<file path="src/rtl/cex_pkg.sv">
//------------------------------------------------------------------------------
// Module      : cex_pkg
// Description : Shared condition-code constants, PSW bit indices and the
//               CEX sequencer state type for the XM-23 condition-code unit.
// Revision    : 1.0 - initial release
//------------------------------------------------------------------------------
`default_nettype none

package cex_pkg;

    localparam logic [3:0] CC_EQ = 4'd0;
    localparam logic [3:0] CC_NE = 4'd1;
    localparam logic [3:0] CC_CS = 4'd2;
    localparam logic [3:0] CC_CC = 4'd3;
    localparam logic [3:0] CC_MI = 4'd4;
    localparam logic [3:0] CC_PL = 4'd5;
    localparam logic [3:0] CC_VS = 4'd6;
    localparam logic [3:0] CC_VC = 4'd7;
    localparam logic [3:0] CC_HI = 4'd8;
    localparam logic [3:0] CC_LS = 4'd9;
    localparam logic [3:0] CC_GE = 4'd10;
    localparam logic [3:0] CC_LT = 4'd11;
    localparam logic [3:0] CC_GT = 4'd12;
    localparam logic [3:0] CC_LE = 4'd13;
    localparam logic [3:0] CC_TR = 4'd14;
    localparam logic [3:0] CC_FL = 4'd15;

    localparam int PSW_C   = 0;
    localparam int PSW_Z   = 1;
    localparam int PSW_N   = 2;
    localparam int PSW_SLP = 3;
    localparam int PSW_V   = 4;

    typedef enum logic [1:0] {
        ST_IDLE     = 2'd0,
        ST_TRUE_PH  = 2'd1,
        ST_FALSE_PH = 2'd2
    } cex_state_t;

endpackage

`default_nettype wire

</file>
<file path="src/rtl/cex_cond_eval.sv">
//------------------------------------------------------------------------------
// Module      : cex_cond_eval
// Description : Combinational evaluation of a 4-bit condition code against
//               the C/Z/N/V flags of the PSW.
// Revision    : 1.0 - initial release
//------------------------------------------------------------------------------
`default_nettype none

module cex_cond_eval
    import cex_pkg::*;
(
    input  logic [15:0] psw,
    input  logic [3:0]  code,
    output logic        cond
);

    logic w_c, w_z, w_n, w_v;
    logic w_unused_psw;

    assign w_c = psw[PSW_C];
    assign w_z = psw[PSW_Z];
    assign w_n = psw[PSW_N];
    assign w_v = psw[PSW_V];

    // SLP and the upper PSW bits never affect a condition
    assign w_unused_psw = ^{psw[15:5], psw[PSW_SLP]};

    always_comb begin
        cond = 1'b0;
        case (code)
            CC_EQ: cond = w_z;
            CC_NE: cond = !w_z;
            CC_CS: cond = w_c;
            CC_CC: cond = !w_c;
            CC_MI: cond = w_n;
            CC_PL: cond = !w_n;
            CC_VS: cond = w_v;
            CC_VC: cond = !w_v;
            CC_HI: cond = w_c & !w_z;
            CC_LS: cond = !w_c | w_z;
            CC_GE: cond = (w_n == w_v);
            CC_LT: cond = (w_n != w_v);
            CC_GT: cond = !w_z & (w_n == w_v);
            CC_LE: cond = w_z | (w_n != w_v);
            CC_TR: cond = 1'b1;
            CC_FL: cond = 1'b0;
            default: cond = 1'b0;
        endcase
    end

endmodule

`default_nettype wire

</file>
<file path="src/rtl/cex_code_unit.sv">
//------------------------------------------------------------------------------
// Module      : cex_code_unit
// Description : Registered condition-code evaluator with an optional CEX
//               true/false window sequencer (enabled by CEX_SEQUENCER_EN).
// Revision    : 1.0 - initial release
//------------------------------------------------------------------------------
`default_nettype none

module cex_code_unit
    import cex_pkg::*;
(
    input  logic        clock,
    input  logic        reset,
    input  logic [15:0] psw,
    input  logic [3:0]  code,
    output logic        code_result,
    input  logic        cex_start,
    input  logic [2:0]  t_count,
    input  logic [2:0]  f_count,
    input  logic        instr_done,
    output logic        exec_enable,
    output logic        cex_active
);

    logic w_cond;
    logic r_code_result;

    cex_cond_eval u_cond_eval (
        .psw  (psw),
        .code (code),
        .cond (w_cond)
    );

    always_ff @(posedge clock) begin
        if (reset) begin
            r_code_result <= 1'b0;
        end else begin
            r_code_result <= w_cond;
        end
    end

    assign code_result = r_code_result;

`ifdef CEX_SEQUENCER_EN

    cex_state_t r_state, w_state_nxt;
    logic [2:0] r_t_cnt, r_f_cnt, w_t_nxt, w_f_nxt;
    logic       r_cond, w_cond_nxt;

    // cex_start has priority: a simultaneous instr_done is dropped
    always_comb begin
        w_state_nxt = r_state;
        w_t_nxt     = r_t_cnt;
        w_f_nxt     = r_f_cnt;
        w_cond_nxt  = r_cond;
        if (cex_start) begin
            w_cond_nxt = w_cond;
            w_t_nxt    = t_count;
            w_f_nxt    = f_count;
            if (t_count != 3'd0) begin
                w_state_nxt = ST_TRUE_PH;
            end else if (f_count != 3'd0) begin
                w_state_nxt = ST_FALSE_PH;
            end else begin
                w_state_nxt = ST_IDLE;
            end
        end else if (instr_done) begin
            case (r_state)
                ST_TRUE_PH: begin
                    w_t_nxt = r_t_cnt - 3'd1;
                    if (r_t_cnt == 3'd1) begin
                        w_state_nxt = (r_f_cnt != 3'd0) ? ST_FALSE_PH : ST_IDLE;
                    end
                end
                ST_FALSE_PH: begin
                    w_f_nxt = r_f_cnt - 3'd1;
                    if (r_f_cnt == 3'd1) begin
                        w_state_nxt = ST_IDLE;
                    end
                end
                default: ;
            endcase
        end
    end

    always_ff @(posedge clock) begin
        if (reset) begin
            r_state <= ST_IDLE;
            r_t_cnt <= 3'd0;
            r_f_cnt <= 3'd0;
            r_cond  <= 1'b0;
        end else begin
            r_state <= w_state_nxt;
            r_t_cnt <= w_t_nxt;
            r_f_cnt <= w_f_nxt;
            r_cond  <= w_cond_nxt;
        end
    end

    always_comb begin
        exec_enable = 1'b1;
        case (r_state)
            ST_TRUE_PH:  exec_enable = r_cond;
            ST_FALSE_PH: exec_enable = !r_cond;
            default:     exec_enable = 1'b1;
        endcase
    end

    assign cex_active = (r_state != ST_IDLE);

`else

    logic w_unused_seq;
    assign w_unused_seq = ^{cex_start, t_count, f_count, instr_done};

    assign exec_enable = 1'b1;
    assign cex_active  = 1'b0;

`endif

endmodule

`default_nettype wire

</file>
<file path="config.mk">
export PLATFORM = sky130hd
export DESIGN_NAME = cex_code_unit
export DESIGN_NICKNAME = d
export VERILOG_FILES = /design/src/rtl/cex_pkg.sv /design/src/rtl/cex_cond_eval.sv /design/src/rtl/cex_code_unit.sv
export SDC_FILE = /design/constraint.sdc
export NUM_CORES = 1
export LEC_CHECK = 0
export CORE_AREA = 2 2 39 41
export DETAILED_ROUTE_END_ITERATION = 8
export DIE_AREA = 0 0 41 43
export PLACE_DENSITY = 0.61
export SLEW_MARGIN = 20
export SYNTH_ARGS = -nofsm -noshare
export SYNTH_HDL_FRONTEND = slang
export SYNTH_SLANG_ARGS = --single-unit
</file>
<file path="constraint.sdc">
create_clock -name clock -period 2.8 [get_ports clock]
set_clock_uncertainty 0.15 [all_clocks]
set_input_delay 0.84 -clock clock [delete_from_list [all_inputs] [get_ports clock]]
set_output_delay 0.84 -clock clock [all_outputs]
set_load 0.05 [all_outputs]
</file>
After elaboration in Yosys (flattened, before gate mapping)
Cells that the tools add are included.

word-level totals
  flip-flop bits (word level) = 1
  input bits = 30
  output and inout bits = 3
  logic and storage cells = 28

cells by class
  eq/ne operators = 17
  mux-type cells = 1
  bitwise operators = 4
  reduce and logical (&&, ||, !) cells = 5

operators by type and width
  kind                count
  $eq 4x4->1 const B  8
  $eq 4x3->1 const B  4
  $pmux 1 s16         1
  $eq 4x2->1 const B  2
  $eq 4x1->1 const B  1
  $logic_not 1->1     4
  $logic_not 4->1     1
  $and 1x1->1         2
  $or 1x1->1          2
  $eq 1x1->1          1
  $ne 1x1->1          1

Depth between registers and ports, before layout
Gate-level depths: netlist of run 1.

  depth after elaboration = 3
  depth in mapped cells = 5
  gate-level depth less buffers = 4

Cells and area by module
A second synthesis of run 1 with hierarchy kept.

second synthesis, totals
  cells, all modules = 29
  area, all modules = 211.5 um2

by module, submodules not included
  module         instances  cells each  area each (um2)  seq. area each (um2)
  cex_cond_eval  1          23          155.1            0.0
  cex_code_unit  1          6           56.3             20.0

Worst setup path after synthesis of run 1
No wires, ideal clock.

  path type = input -> register
  start = input code[1]
  end = register r_code_result (netlist: code_result)
  library setup time = 0.062 ns
  arrival time = 1.735 ns
  required time = 2.588 ns
  slack = 0.854 ns
  cell stages on the path = 5
  path buffers = 1
  path through = buf_6 > nor4b_2 > a21oi_1 > a2111o_1 > nand3_1

on the way
  longest elaborated chain between the ends = 2
  elaborated cells on any way between the ends = 17
  those cells by class = 15 x eq/ne; 1 x mux; 1 x reduce/logical

ends and longest elaborated chain
  element                                   RTL line             RTL
  from (decl)                               cex_code_unit.sv:15  input logic [3:0] code,
  $eq 4x4->1, or another cell as far along  cex_cond_eval.sv:30  case (code)
  $pmux 1 s16 *                             cex_cond_eval.sv:30
  to (signal assigned)                      cex_code_unit.sv:38  r_code_result <= w_cond;
  to (decl)                                 cex_code_unit.sv:26  logic r_code_result;

Mark *: on every way between the ends. The rest lies on a longest branch, timed or not.
A chain may end at the register's enable or synchronous reset.

Worst setup path after layout of run 1
Ends and elaborated chain as after synthesis.

==> results of run 1 <==
[synth_stat cells]
| cell | number | area, µm² |
|---|---|---|
| sky130_fd_sc_hd__buf_6 | 1 | 11.26 |
| sky130_fd_sc_hd__nand3_1 | 2 | 10.01 |
| sky130_fd_sc_hd__conb_1 | 2 | 7.510 |
| sky130_fd_sc_hd__nor2_1 | 1 | 3.750 |
| sky130_fd_sc_hd__a21oi_1 | 2 | 10.01 |
| sky130_fd_sc_hd__xnor2_1 | 1 | 8.760 |
| sky130_fd_sc_hd__nor3b_1 | 2 | 15.01 |
| sky130_fd_sc_hd__a2111o_1 | 1 | 11.26 |
| sky130_fd_sc_hd__mux2i_1 | 1 | 10.01 |
| sky130_fd_sc_hd__nor2b_1 | 1 | 6.260 |
| sky130_fd_sc_hd__nor4b_2 | 1 | 15.01 |
| sky130_fd_sc_hd__o31ai_1 | 1 | 7.510 |
| sky130_fd_sc_hd__nor4b_1 | 1 | 8.760 |
| sky130_fd_sc_hd__inv_1 | 1 | 3.750 |
| sky130_fd_sc_hd__nor3_1 | 1 | 5.000 |
| sky130_fd_sc_hd__a2111oi_2 | 1 | 15.01 |
| sky130_fd_sc_hd__buf_4 | 2 | 15.01 |
| sky130_fd_sc_hd__and4_1 | 1 | 8.760 |
| sky130_fd_sc_hd__dfxtp_1 | 1 | 20.02 |
| sky130_fd_sc_hd__mux2_4 | 1 | 15.01 |
| sky130_fd_sc_hd__o21ai_0 | 1 | 5.000 |
[worst max-delay path, stage by stage]
cell and delay (ns):
sky130_fd_sc_hd__clkdlybuf4s50_1 0.62, sky130_fd_sc_hd__mux2_4 0.33, sky130_fd_sc_hd__a2111oi_2 0.37, sky130_fd_sc_hd__o31ai_1 0.11, sky130_fd_sc_hd__nand3_1 0.08
[area by class of cell]
| type | instances | area (µm²) | share of cell area [%] |
|---|---|---|---|
| multi-input combinational | 21 | 162.7 | 53.06 |
| inverter | 1 | 3.754 | 1.224 |
| sequential | 1 | 20.02 | 6.531 |
| timing repair buffer | 10 | 100.1 | 32.65 |
| tap | 16 | 20.02 | 6.531 |
[worst min-delay path by stage]
stage / to / slack, ns / cells after the start
global placement: code_result / 1.43 / 3
detailed placement: code_result / 1.45 / 3
global route: code_result / 1.45 / 3
finish: code_result / 1.44 / 3
CTS: code_result / 1.45 / 3
floorplan: code_result / 0.87 / 3
[stage by stage]
stage | instance area (µm²) | std cells | power, µW | hold WS [ns]
after global placement | 306.5 | 49 | 64.82 | 1.434
final | 306.5 | 49 | 65.44 | 1.436
after floorplan | 212.7 | 26 | 46.32 | 0.8697
after CTS | 306.5 | 49 | 65.85 | 1.448
after global routing | 306.5 | 49 | 68.54 | 1.453
after detailed placement | 306.5 | 49 | 65.65 | 1.447
[cell families (layout without fill, tap and decap cells)]
logic type	after synthesis	in the layout	share of synthesized area (%)
buf+inv	4	11	14.11
mux	2	2	11.76
flops	1	1	9.412
xor+xnor	1	1	4.118
compound gates	6	6	22.94
other cells	2	2	3.531
simple gates	10	10	34.11
[report_power, final]
group          internal, µW  leakage [µW]  switching [µW]
Clock                     0             0               0
Combinational          22.6     0.0000971            26.3
Sequential             16.2    0.00000832           0.322
[routing by layer]
metal,share of wire [%],vias to the layer above
met2,53,6
met5,0,-
met3,5.4,0
met4,0,0
li1,-,109
met1,41,93
==> results_tabular.tex, run 1 <==
\begin{tabular}{lr}
\hline
Metric & Value \\
\hline
\multicolumn{2}{l}{\textbf{Logic synthesis}} \\
\quad Yosys reg bits & 1 \\
\quad Portion of the post-synthesis area used by sequential elements & 9.412\% \\
\quad Post-synthesis cell count & 26 \\
\quad Yosys warning count & 0 \\
\quad Netlist area before placement & 212.7 µm² \\
\quad Synth Area per Inst & 8.181 µm² \\
\quad Number of distinct library cells after synthesis & 21 \\
\quad Syn nets & 56 \\
\multicolumn{2}{l}{\textbf{Route}} \\
\quad DRC Markers & 0 \\
\quad Routed wirelength normalized by instance count & 9.857 µm \\
\quad Initial detailed-routing violation count & 3 \\
\quad Routed vias & 208 \\
\quad Number of iterations in the first detailed-routing pass & 2 \\
\quad Remaining antenna violation count & 0 \\
\quad Avg Vias per Cell & 4.245 \\
\quad Total wire length after detailed routing & 483 µm \\
\multicolumn{2}{l}{\textbf{Min path}} \\
\quad Min-Delay Startpoint & reset \\
\quad Type of the worst min-delay path & in -> reg \\
\multicolumn{2}{l}{\textbf{Cells and area}} \\
\quad Final \#Nets & 65 \\
\quad Top library cells by usage in the layout, fill and taps aside & sky130\_fd\_sc\_hd\_\_clkdlybuf4s50\_1 (10), sky130\_fd\_sc\_hd\_\_nor3b\_1 (2), sky130\_fd\_sc\_hd\_\_a21oi\_1 (2), sky130\_fd\_sc\_hd\_\_nand3\_1 (2), sky130\_fd\_sc\_hd\_\_conb\_1 (2) \\
\quad Commonest non-fill, non-tap cell in the layout & sky130\_fd\_sc\_hd\_\_clkdlybuf4s50\_1 \\
\quad Number of flip-flops in the largest register & 1 \\
\quad Number of antenna diodes & 0 \\
\quad Finished Core Util & 22.15\% \\
\quad Share of cells above drive strength 1 & 9.091\% \\
\quad Area added between synthesis and finish & 44.12\% \\
\quad Layout filler cell count & 162 \\
\multicolumn{2}{l}{\textbf{Clock tree}} \\
\quad CTS resizes & 0 \\
\quad Clock-pin slew on the worst setup and hold paths & 0 ns \\
\quad Hold\_buf cts & 0 \\
\quad Number of buffers inserted by post-CTS setup repair & 0 \\
\multicolumn{2}{l}{\textbf{Timing}} \\
\quad Fmax achieved & 0.3889 GHz \\
\quad Count of pins over their slew limit & 0 \\
\quad Total negative slack for setup checks & 0 ns \\
\quad Final critical-path required period & 2.572 ns \\
\quad Final number of hold-violating endpoints & 0 \\
\quad Slack of the critical path & 0.2284 ns \\
\quad Setup-failing EPs final & 0 \\
\quad Setup repair after global routing missed its margin & no \\
\quad Fraction of the cycle the final worst path needs & 91.84\% \\
\multicolumn{2}{l}{\textbf{Setup path}} \\
\quad Crit. Startpoint & code[1] \\
\quad Largest fanout on the critical path & 7 \\
\quad Worst Setup Path Type & in -> reg \\
\quad Type of element capturing the critical path & flip-flop \\
\quad Data arrival time of the worst path & 2.36 ns \\
\quad Startpoint types & primary input \\
\quad Required @ worst endpoint & 2.59 ns \\
\quad Setup crit end & code\_result \\
\multicolumn{2}{l}{\textbf{Floorplanning}} \\
\quad Starting density of the core & 15.37\% \\
\quad Die Area & 1763 µm² \\
\quad Height of the die & 43 µm \\
\quad Area inside the core boundary & 1384 µm² \\
\quad Die width & 41 µm \\
\quad Number of rows created at floorplan & 14 \\
\quad Top Ports & 33 \\
\multicolumn{2}{l}{\textbf{Global routing}} \\
\quad Global routing's busiest layer & met2 \\
\quad Global routing met2 resource utilization & 11.56\% \\
\quad GR met3 Demand/Resource & 0\% \\
\quad Largest net degree at the start of global routing & 8 \\
\quad Number of global-route vias before repair & 178 \\
\quad Global-route wire length before repair & 662 µm \\
\quad Met1 demand-to-capacity share in global routing & 4.444\% \\
\quad GRT Util Overall & 5.100\% \\
\quad Grt ovf & 0 \\
\quad Antenna violations before repair & 0 \\
\multicolumn{2}{l}{\textbf{Placed design}} \\
\quad Final HPWL DP & 418.1 µm \\
\quad Port-buffer cells & 10 \\
\quad Worst Setup Slack post-DPL & 0.2153 ns \\
\quad Gp weighted congestion & 0.6163 \\
\multicolumn{2}{l}{\textbf{Power and ir drop}} \\
\quad Leakage & 0.0001055 µW \\
\quad Areal power density over the cells & 213.5 nW/µm² \\
\quad Maximum vdd ir drop & 52.65 µV \\
\multicolumn{2}{l}{\textbf{Status}} \\
\quad Run status & finished clean \\
\multicolumn{2}{l}{\textbf{Run}} \\
\quad Reported max-cap violation count & 0 \\
\hline
\end{tabular}
Note: power is estimated with default switching activity, not from simulation.
==> run 2: changes to the inputs <==
--- a/config.mk
+++ b/config.mk
@@ -5,6 +5,7 @@
 export SDC_FILE = /design/constraint.sdc
 export NUM_CORES = 1
 export LEC_CHECK = 0
+export CAP_MARGIN = 20
 export CORE_AREA = 2 2 39 41
 export DETAILED_ROUTE_END_ITERATION = 8
 export DIE_AREA = 0 0 41 43
==> results of run 2 <==
No change in the layout: final DEF, timing and power equal those of run 1.
